$ cat src/rtl/clk_div_ctrl.sv
// Run-time reconfiguration sequencer for a clock divider: gates the divided clock,
// swaps the division factor, waits for the divider to settle, then ungates.
module clk_div_ctrl #(
  parameter int DIV_WIDTH   = 4,
  parameter int RESET_DIV   = 1,
  parameter int GATE_CYCLES = 2
) (
  input  logic                 clk_i,
  input  logic                 arst_ni,
  input  logic                 req_valid_i,
  input  logic [DIV_WIDTH-1:0] req_div_i,
  output logic                 req_ready_o,
  output logic [DIV_WIDTH-1:0] div_o,
  output logic                 clk_en_o,
  output logic                 busy_o,
  output logic                 done_o,
  output logic [1:0]           state_o
);

  // Request port: a transfer happens on a rising clk_i edge with req_valid_i & req_ready_o;
  // req_ready_o is high only in IDLE, and the request inputs are ignored outside IDLE.

  localparam int CNT_W = DIV_WIDTH + 1;

  typedef enum logic [1:0] {
    IDLE   = 2'd0,
    GATE   = 2'd1,
    UPDATE = 2'd2,
    SETTLE = 2'd3
  } state_t;

  state_t               state;
  logic [DIV_WIDTH-1:0] pending;
  logic [CNT_W-1:0]     cnt;
  logic [DIV_WIDTH-1:0] eff;
  logic [CNT_W-1:0]     settle_load;
  logic [CNT_W-1:0]     gate_load;

  // A divider programmed with 0 behaves as divide-by-1, so settle on at least one period.
  assign eff         = (pending == '0) ? DIV_WIDTH'(1) : pending;
  assign settle_load = {eff, 1'b0} - CNT_W'(1);
  assign gate_load   = CNT_W'(GATE_CYCLES - 1);

  always_ff @(posedge clk_i or negedge arst_ni) begin
    if (!arst_ni) begin
      state    <= IDLE;
      div_o    <= DIV_WIDTH'(RESET_DIV);
      pending  <= '0;
      cnt      <= '0;
      clk_en_o <= 1'b1;
      done_o   <= 1'b0;
    end else begin
      done_o <= 1'b0;
      case (state)
        IDLE: begin
          if (req_valid_i) begin
            if (req_div_i == div_o) begin
              done_o <= 1'b1;
            end else begin
              pending  <= req_div_i;
              cnt      <= gate_load;
              clk_en_o <= 1'b0;
              state    <= GATE;
            end
          end
        end
        GATE: begin
          if (cnt != '0) cnt <= cnt - CNT_W'(1);
          else           state <= UPDATE;
        end
        UPDATE: begin
          div_o <= pending;
          cnt   <= settle_load;
          state <= SETTLE;
        end
        SETTLE: begin
          if (cnt != '0) begin
            cnt <= cnt - CNT_W'(1);
          end else begin
            state    <= IDLE;
            clk_en_o <= 1'b1;
            done_o   <= 1'b1;
          end
        end
        default: state <= IDLE;
      endcase
    end
  end

  assign req_ready_o = (state == IDLE);
  assign busy_o      = (state != IDLE);
  assign state_o     = state;

endmodule
$ cat config.mk
export PLATFORM = sky130hd
export DESIGN_NAME = clk_div_ctrl
export DESIGN_NICKNAME = d
export VERILOG_FILES = /design/src/rtl/clk_div_ctrl.sv
export SDC_FILE = /design/constraint.sdc
export NUM_CORES = 1
export LEC_CHECK = 0
export CAP_MARGIN = 20
export CORE_AREA = 2 2 47 49
export DETAILED_ROUTE_END_ITERATION = 6
export DIE_AREA = 0 0 49 51
export MAX_ROUTING_LAYER = met4
export PLACE_DENSITY_LB_ADDON = 0.1
export SETUP_SLACK_MARGIN = 0.15
export SYNTH_ARGS = -nofsm -noshare
export SYNTH_HDL_FRONTEND = slang
export SYNTH_SLANG_ARGS = --single-unit
$ cat constraint.sdc
create_clock -name clk_i -period 2.3 [get_ports clk_i]
set_input_delay 0.69 -clock clk_i [delete_from_list [all_inputs] [get_ports clk_i]]
set_output_delay 0.69 -clock clk_i [all_outputs]
set_load 0.005 [all_outputs]
; ---- Word level (Yosys, flattened, before mapping)
; Cells that the tools add are included.
[word_totals]
elab_cells = 46
reg_bits = 17
mem_count = 0
ramBits = 0
latch_bits = 0
mem_bits_ro = 0
[classes]
reduce_logical = 10
n_mul = 0
addsub = 2
mux = 18
shift = 0
n_eq_ne = 9
n_bitwise = 1
n_lt_le_gt_ge = 0
div_mod_pow = 0
[ops]
columns = operator, n
row1 = 5-bit 2-to-1 mux, 3
row2 = 5-bit case mux with 3 select lines, 1
row3 = "5-bit by 1-bit subtractor with 5-bit output, second input constant", 2
row4 = 2-bit 2-to-1 mux, 4
row5 = "2-bit != test, second input constant", 4
row6 = 2-bit case mux with 4 select lines, 1
row7 = 4-bit AND reduction, 2
row8 = 1-bit 2-to-1 mux, 6
row9 = 3-bit AND reduction, 2
row10 = 5-bit nonzero test, 1
row11 = "2-bit equality test, second input constant", 2
row12 = 4-bit equality test, 1
row13 = 4-bit zero test, 1
row14 = 4-bit 2-to-1 mux, 1
row15 = 1-bit case mux with 2 select lines, 2
row16 = 2-bit nonzero test, 2
row17 = "2-bit by 1-bit equality test with 1-bit output, second input constant", 1
row18 = 2-bit zero test, 1
row19 = "2-bit by 1-bit != test with 1-bit output, second input constant", 1
row20 = 2-bit OR reduction, 1
row21 = 1-bit inverter, 1

; ---- Longest topological paths before layout
; Gate-level depths: netlist (run 1).
[depth]
depth_word = 4
ltp_mapped = 7

; ---- Worst setup path before layout (run 1)
; OpenSTA, ideal clock, no wires.
[synth_timing]
path_kind = input to register
startpoint = input req_div_i[1]
endpoint = register pending[0]
slack_ns = 0.404
stages = 4
arrival_time_ns = 1.772
t_required_ns = 2.175
n_path_buf = 0
path_cell_list = xor2_1 o41ai_4 nor2_1 mux2_2
[synth_via]
elab_chain_len = 3
[synth_lines]
columns = element, line
row1 = "start, declared", 11  ; input logic [DIV_WIDTH-1:0] req_div_i,
row2 = 4-bit equality test, 57  ; if (req_div_i == div_o) begin
row3 = 1-bit inverter (no source line), -
row4 = 3-bit AND reduction (no source line), -
row5 = "end signal, assigned", 60  ; pending <= req_div_i;
row6 = "end, declared", 33  ; logic [DIV_WIDTH-1:0] pending;
; Every way passes these cells.
; A chain may end at the register's enable or synchronous reset.

; ---- Worst setup path in the final report (run 1)
[layout_timing]
startpoint = register state[1] (netlist: state_o[1])
endpoint = output state_o[1]
[layout_lines]
columns = element, line
row1 = "start, declared", 32  ; state_t state;
row2 = "start signal, assigned", 46  ; state <= IDLE;
row3 = "start signal, assigned", 63  ; state <= GATE;
row4 = "start signal, assigned", 69  ; else state <= UPDATE;
row5 = "end, declared", 17  ; output logic [1:0] state_o
; No word-level cell between the ends.

==> results of run 1 <==
[where the power goes]
part | leakage (nW) | switching (mW) | internal [mW]
combinational | 0.371 | 0.499 | 0.639
clock | 0.0177 | 0.100 | 0.0649
sequential | 0.204 | 0.164 | 0.450
[cell families (layout without fill, tap and decap cells)]
logic type      count (synthesis)  in the layout  synth area share, %
mux                            12             12                 13.7
flops                          17             17                 43.9
fa+ha+maj                       5              5                 6.42
xor+xnor                        4              4                 3.59
compound gates                 21             21                 16.4
simple gates                   22             22                 12.1
buf+inv                        10             41                 3.85
[final timing paths]
| path | from | to | cells past startpoint |
|---|---|---|---|
| max in group asynchronous | arst_ni | div_o[0] | 2 |
| min reg2reg | clk_en_o | clk_en_o | 2 |
| min | clk_en_o | clk_en_o | 2 |
| min in group asynchronous | arst_ni | state_o[1] | 2 |
| max | state_o[1] | state_o[1] | 3 |
| max reg2reg | cnt[0] | state_o[1] | 7 |
[per-stage QoR]
stage | setup TNS (ns) | worst slack, ns | utilization, % | area [um^2]
after floorplan | 0 | 0.404 | - | 975
final | 0 | 0.199 | 64.6 | 1330
after global routing | 0 | 0.148 | 64.6 | 1330
after CTS | 0 | 0.174 | 61.9 | 1280
after global placement | -0.448 | -0.0745 | 59.6 | 1230
after detailed placement | -0.977 | -0.148 | 59.6 | 1230
[cell usage after synthesis, types with 2 or more instances]
master	instances	area share, %
xor2_1	4	3.6
dfrtp_1	15	39
inv_1	8	3.1
o32ai_1	2	1.8
a21oi_1	10	5.1
nor2_1	7	2.7
nor4b_1	2	1.8
nor4_1	3	1.9
o32a_1	2	2.1
dfstp_2	2	5.4
nand2_1	2	0.77
o21ai_0	2	1.0
ha_1	5	6.4
mux2_2	11	13
nor3_1	4	2.1
clkbuf_1	2	0.77
[worst register-to-register path: cells and delay by family (launching register included)]
kind                       cells  cell delay, ns
AOI/OAI and AO/OA              1            0.21
DFF                            1            0.42
and+or+nand+nor                2            0.39
adders and majority gates      1            0.22
buffers and inverters          2            0.26
muxes                          1            0.36
[flip-flops by register name (all words and copies together) (netlist names)]
name,flops
div_o,4
pending,4
done_o,1
cnt,5
clk_en_o,1
state_o,2
[area by class of cell]
| cell class | count | area [um^2] |
|---|---|---|
| tap | 28 | 35.0 |
| sequential | 17 | 428 |
| clock inverter | 1 | 5.00 |
| timing repair buffer | 29 | 262 |
| inverter | 8 | 30.0 |
| fill | 172 | 729 |
| clock buffer | 3 | 22.5 |
| multi-input combinational | 64 | 552 |
[routing by layer]
metal	track usage, %	vias up
met1	23.9	411
met5	-	-
li1	-	394
met4	11.4	0
met2	32.2	21
met3	2.63	6
[timing repair]
action	in CTS	in global routing
pin swaps	1	1
setup endpoints to repair	2	7
gates cloned	0	0
setup buffers	1	3
gates resized for setup	6	6
==> run_results.csv, run 1 <==
group,metric,value,unit
place,dp_hpwl,1.56,mm
timing,fin_hold_ws,0.549,ns
clock_tree,cts_buffers,3,
floorplan,rows,17,
global_route,grt_antenna_before_repair,0,
pwr,total_power,1.92,mW
clock_tree,clkTransAtPathRegs,0.10,ns
routing,vias_per_cell,5.55,
place,placedCellCount,142,
place,io_buffers,16,
floorplan,start_util,47.2,%
routing,routedWlPerCell,14.5,um
synth,syn_avg_cell_area,10.7,um^2
synth,synth_warnings,0,
routing,wl_met3,61,um
finish,antenna_cells,0,
critical_path,endpoint_kind,"output pin",
floorplan,io_pins,17,
finish,final_cell_mix,"15 x dfrtp_1, 13 x clkdlybuf4s50_1, 13 x buf_4, 11 x mux2_2, 10 x a21oi_1",
clock_tree,cts_root_buf,"clkbuf_4",
timing,maxSlewViolCount,0,
min_path,hold_class,"reg2reg",
clock_tree,cts-htree-levels,1,
synth,synth_cell_type_count,26,
timing,slew-limit-headroom,58.8,%
finish,syn_to_final_growth,36.8,%
routing,wl_met2,1.09,mm
clock_tree,clock-sinks,17,
pwr,p_per_area,1440,nW/um^2
critical_path,max_stage_delay,0.43,ns
timing,setup_violations,0,
timing,hold_violations,0,
routing,wl,2.17,mm
critical_path,crit_chain,"buf_4 -> buf_4 -> clkdlybuf4s50_1",
synth,synthCells,91,
job,drv_cap,0,
global_route,grt_pass1_vias,845,
synth,synth-seq-cells,17,
critical_path,required,1.61,ns
critical_path,worstPathArrival,1.41,ns
outcome,status,"finished, final reports clean",
place,place.gp.congestion,0.894,
floorplan,die_x,49,um
global_route,grt_overflow,0,
timing,period_minus_slack,2.10,ns
critical_path,crit_buf_inv,3,
critical_path,cpMaxStageDelayCell,"clkdlybuf4s50_1",
finish,drive_gt1_share,33.6,%
routing,met1Wirelength,964,um
finish,final_cells,150,
timing,grt_setup_unrepaired,"no",
timing,finalClockSkew,0.00457,ns
clock_tree,ctsHoldBuffers,0,
critical_path,cp-start-kind,"flip-flop",
timing,fmax,476,MHz
critical_path,cp_top_family,"buffers and inverters",
routing,antenna_left,0,
timing,min_period_over_period,91.3,%
clock_tree,cts_buffer_depth,2,
critical_path,cp_common_cell,"buf_4",
critical_path,path_class,"reg2out",
floorplan,die_h,51,um
global_route,grt_max_degree,18,
synth,synth_edf_count,0,
routing,routed.top_layer,"met4",
global_route,grt_pass1_wl,3.62,mm
clock_tree,cts_tree,"yes",
routing,vias,832,
routing,drt_first_pass_iters,4,
synth,syn_nets,103,
timing,worst_pin_slew,0.613,ns
synth,seq_area_frac_synth,43.9,%
global_route,track_usage,19.8,%
critical_path,crit_fanout,4,
finish,nNetsFinal,135,
routing,drt_iter0_markers,14,
routing,post-route-drc-count,0,
synth,synthFlopType,"dfrtp_1",
critical_path,reg2reg_slack,0.33,ns
pwr,leakagePower,0.593,nW
finish,final_common_cell,"dfrtp_1",
floorplan,fp.dieArea,2500,um^2
pwr,ir_worst_vdd,0.941,mV
synth,async_reset_ff_share,100,%
floorplan,coreArea,2060,um^2
clock_tree,clkLatencyLatePin,0.30,ns
synth,synth_area,975,um^2
(Power assumes the default switching activity.)
==> run 2, diff against run 1 <==
--- a/config.mk
+++ b/config.mk
@@ -11,7 +11,7 @@
 export DIE_AREA = 0 0 49 51
 export MAX_ROUTING_LAYER = met4
 export PLACE_DENSITY_LB_ADDON = 0.1
-export SETUP_SLACK_MARGIN = 0.15
+export SETUP_SLACK_MARGIN = 0.05
 export SYNTH_ARGS = -nofsm -noshare
 export SYNTH_HDL_FRONTEND = slang
 export SYNTH_SLANG_ARGS = --single-unit
==> run 2 against run 1 <==
Sequential power is 3% lower. Critical endpoint is now busy_o. Fmax shrank 4.0%. Sequential cell count is the same. Wire length decreased by 3.6%. Power shrank 3.3%. Final area shrank 4.2%. Combinational power down 4%. Register-to-register slack about the same. First-iteration DRC count grew 29%. Critical path depth is 1 higher. Worst hold slack worse by 0.0021 ns. Setup slack worse by 0.087 ns.
==> run_results.csv, run 2 (synthesis gave the netlist of run 1 again) <==
group,metric,value,unit
outcome,status,"finished, final reports clean",
global_route,grt_max_degree,18,
min_path,min_from,"clk_en_o",
critical_path,r2r-start,"cnt[0]",
floorplan,rows,17,
finish,final_area,1280,um^2
clock_tree,cts_buffers,3,
critical_path,crit_chain,"inv_1 -> ha_4 -> inv_2 -> clkdlybuf4s50_1",
finish,drive_gt1_share,27.7,%
place,io_buffers,16,
pwr,leakagePower,0.552,nW
clock_tree,cts-htree-levels,1,
clock_tree,clock-sinks,17,
min_path,hold_class,"reg2reg",
critical_path,reg2reg_depth,7,
clock_tree,clkLatencyLatePin,0.30,ns
critical_path,cpMaxStageDelayCell,"clkdlybuf4s50_1",
place,placed_area,1230,um^2
critical_path,path_class,"reg2out",
timing,grt_setup_unrepaired,"no",
critical_path,endpoint_kind,"output pin",
global_route,track_usage,19.8,%
place,dp_hpwl,1.56,mm
global_route,grtUsageMet3,2.63,%
finish,syn_to_final_growth,31.1,%
routing,routedWlPerCell,14.2,um
critical_path,max_stage_delay,0.50,ns
timing,setup_violations,0,
timing,finalClockSkew,0.00840,ns
finish,antenna_cells,0,
global_route,use_met1,24.1,%
pwr,p_per_area,1450,nW/um^2
timing,period_minus_slack,2.19,ns
critical_path,required,1.61,ns
critical_path,cp-start-kind,"flip-flop",
timing,worst_slack,0.112,ns
routing,wl,2.09,mm
clock_tree,cts_buffer_depth,2,
routing,vias,819,
clock_tree,clkTransAtPathRegs,0.11,ns
routing,post-route-drc-count,0,
critical_path,worstPathArrival,1.50,ns
global_route,grt_overflow,0,
global_route,grt_antenna_before_repair,0,
min_path,whs_endpoint,"clk_en_o",
finish,fin_util,61.9,%
timing,slew-limit-headroom,56.9,%
global_route,busiest_layer,"met2",
place,pre_cts_slack,-0.148,ns
floorplan,die_x,49,um
global_route,use_met2,32.0,%
routing,drt_first_pass_iters,4,
floorplan,die_h,51,um
floorplan,io_pins,17,
global_route,grt_pass1_wl,3.63,mm
routing,antenna_left,0,
floorplan,fp.dieArea,2500,um^2
finish,nNetsFinal,132,
critical_path,reg2reg_to,"state_o[1]",
pwr,ir_worst_vdd,0.855,mV
finish,final_common_cell,"clkdlybuf4s50_1",
place,place.gp.congestion,0.894,
routing,drt_iter0_markers,18,
timing,min_period_over_period,95.1,%
clock_tree,cts_tree,"yes",
job,drv_cap,0,
finish,largest_registers,"cnt x5, div_o x4, pending x4",
clock_tree,cts_root_buf,"clkbuf_4",
critical_path,cp_top_family,"buffers and inverters",
timing,maxSlewViolCount,0,
timing,hold_violations,0,
critical_path,crit_fanout,4,
floorplan,start_util,47.2,%
finish,largest_reg_flops,5,
critical_path,reg2reg_slack,0.34,ns
min_path,hold_depth,2,
routing,vias_per_cell,5.57,
timing,worst_pin_slew,0.641,ns
critical_path,crit_buf_inv,3,
finish,final_cell_mix,"16 x clkdlybuf4s50_1, 15 x dfrtp_1, 11 x mux2_2, 10 x a21oi_1, 10 x buf_4",
floorplan,coreArea,2060,um^2
global_route,grt_pass1_vias,840,
finish,largest-register,"cnt",
timing,fmax,457,MHz
==> run 2: report_power, final <==
part	switching, mW	total, mW	internal [mW]
combinational	0.481	1.09	0.609
sequential	0.149	0.598	0.450
clock	0.101	0.166	0.0649
total	0.730	1.85	1.12
==> run 2: final cells by class <==
| type | instances | area [um^2] |
|---|---|---|
| multi-input combinational | 64 | 522 |
| timing repair buffer | 26 | 235 |
| fill | 182 | 786 |
| tap | 28 | 35.0 |
| clock inverter | 1 | 5.00 |
| sequential | 17 | 428 |
| inverter | 8 | 30.0 |
| clock buffer | 3 | 22.5 |
==> run 2: how the worst max path moves through the flow <==
stage | startpoint | slack, ns | depth (start not counted) | to
after detailed placement | req_div_i[1] | -0.15 | 6 | pending[0]
after global routing | state_o[0] | 0.06 | 4 | busy_o
after CTS | state_o[0] | 0.09 | 4 | busy_o
after global placement | req_div_i[1] | -0.07 | 6 | pending[1]
final | state_o[0] | 0.11 | 4 | busy_o
after floorplan | req_div_i[1] | 0.40 | 4 | pending[0]
==> run 2: layer usage <==
metal | part of all wire [%] | vias up
met5 | 0 | -
met4 | 2.5 | 0
met3 | 3.1 | 8
met2 | 48 | 19
met1 | 46 | 394
li1 | - | 398
==> run 2: timing repair <==
| item | CTS | global route |
|---|---|---|
| pin swaps | 0 | 0 |
| buffers inserted | 1 | 0 |
| hold buffers | 0 | 0 |
| resized for setup | 2 | 2 |
| setup endpoints to repair | 2 | 2 |
==> run 2: worst min-delay path, delay by kind of cell, from the launching register on <==
family             cells  cell delay [ns]
DFF                    1             0.39
AOI/OAI and AO/OA      2             0.16
==> run 2: metrics by stage <==
step / hold WS [ns] / std cells / TNS [ns] / power, mW
2_1_floorplan: 0.394 / 91 / 0 / 1.23
3_3_place_gp: 0.521 / 142 / -0.448 / 1.62
3_5_place_dp: 0.530 / 142 / -0.977 / 1.64
4_1_cts: 0.547 / 147 / 0 / 1.84
5_1_grt: 0.573 / 147 / 0 / 2.01
6_report: 0.547 / 147 / 0 / 1.85
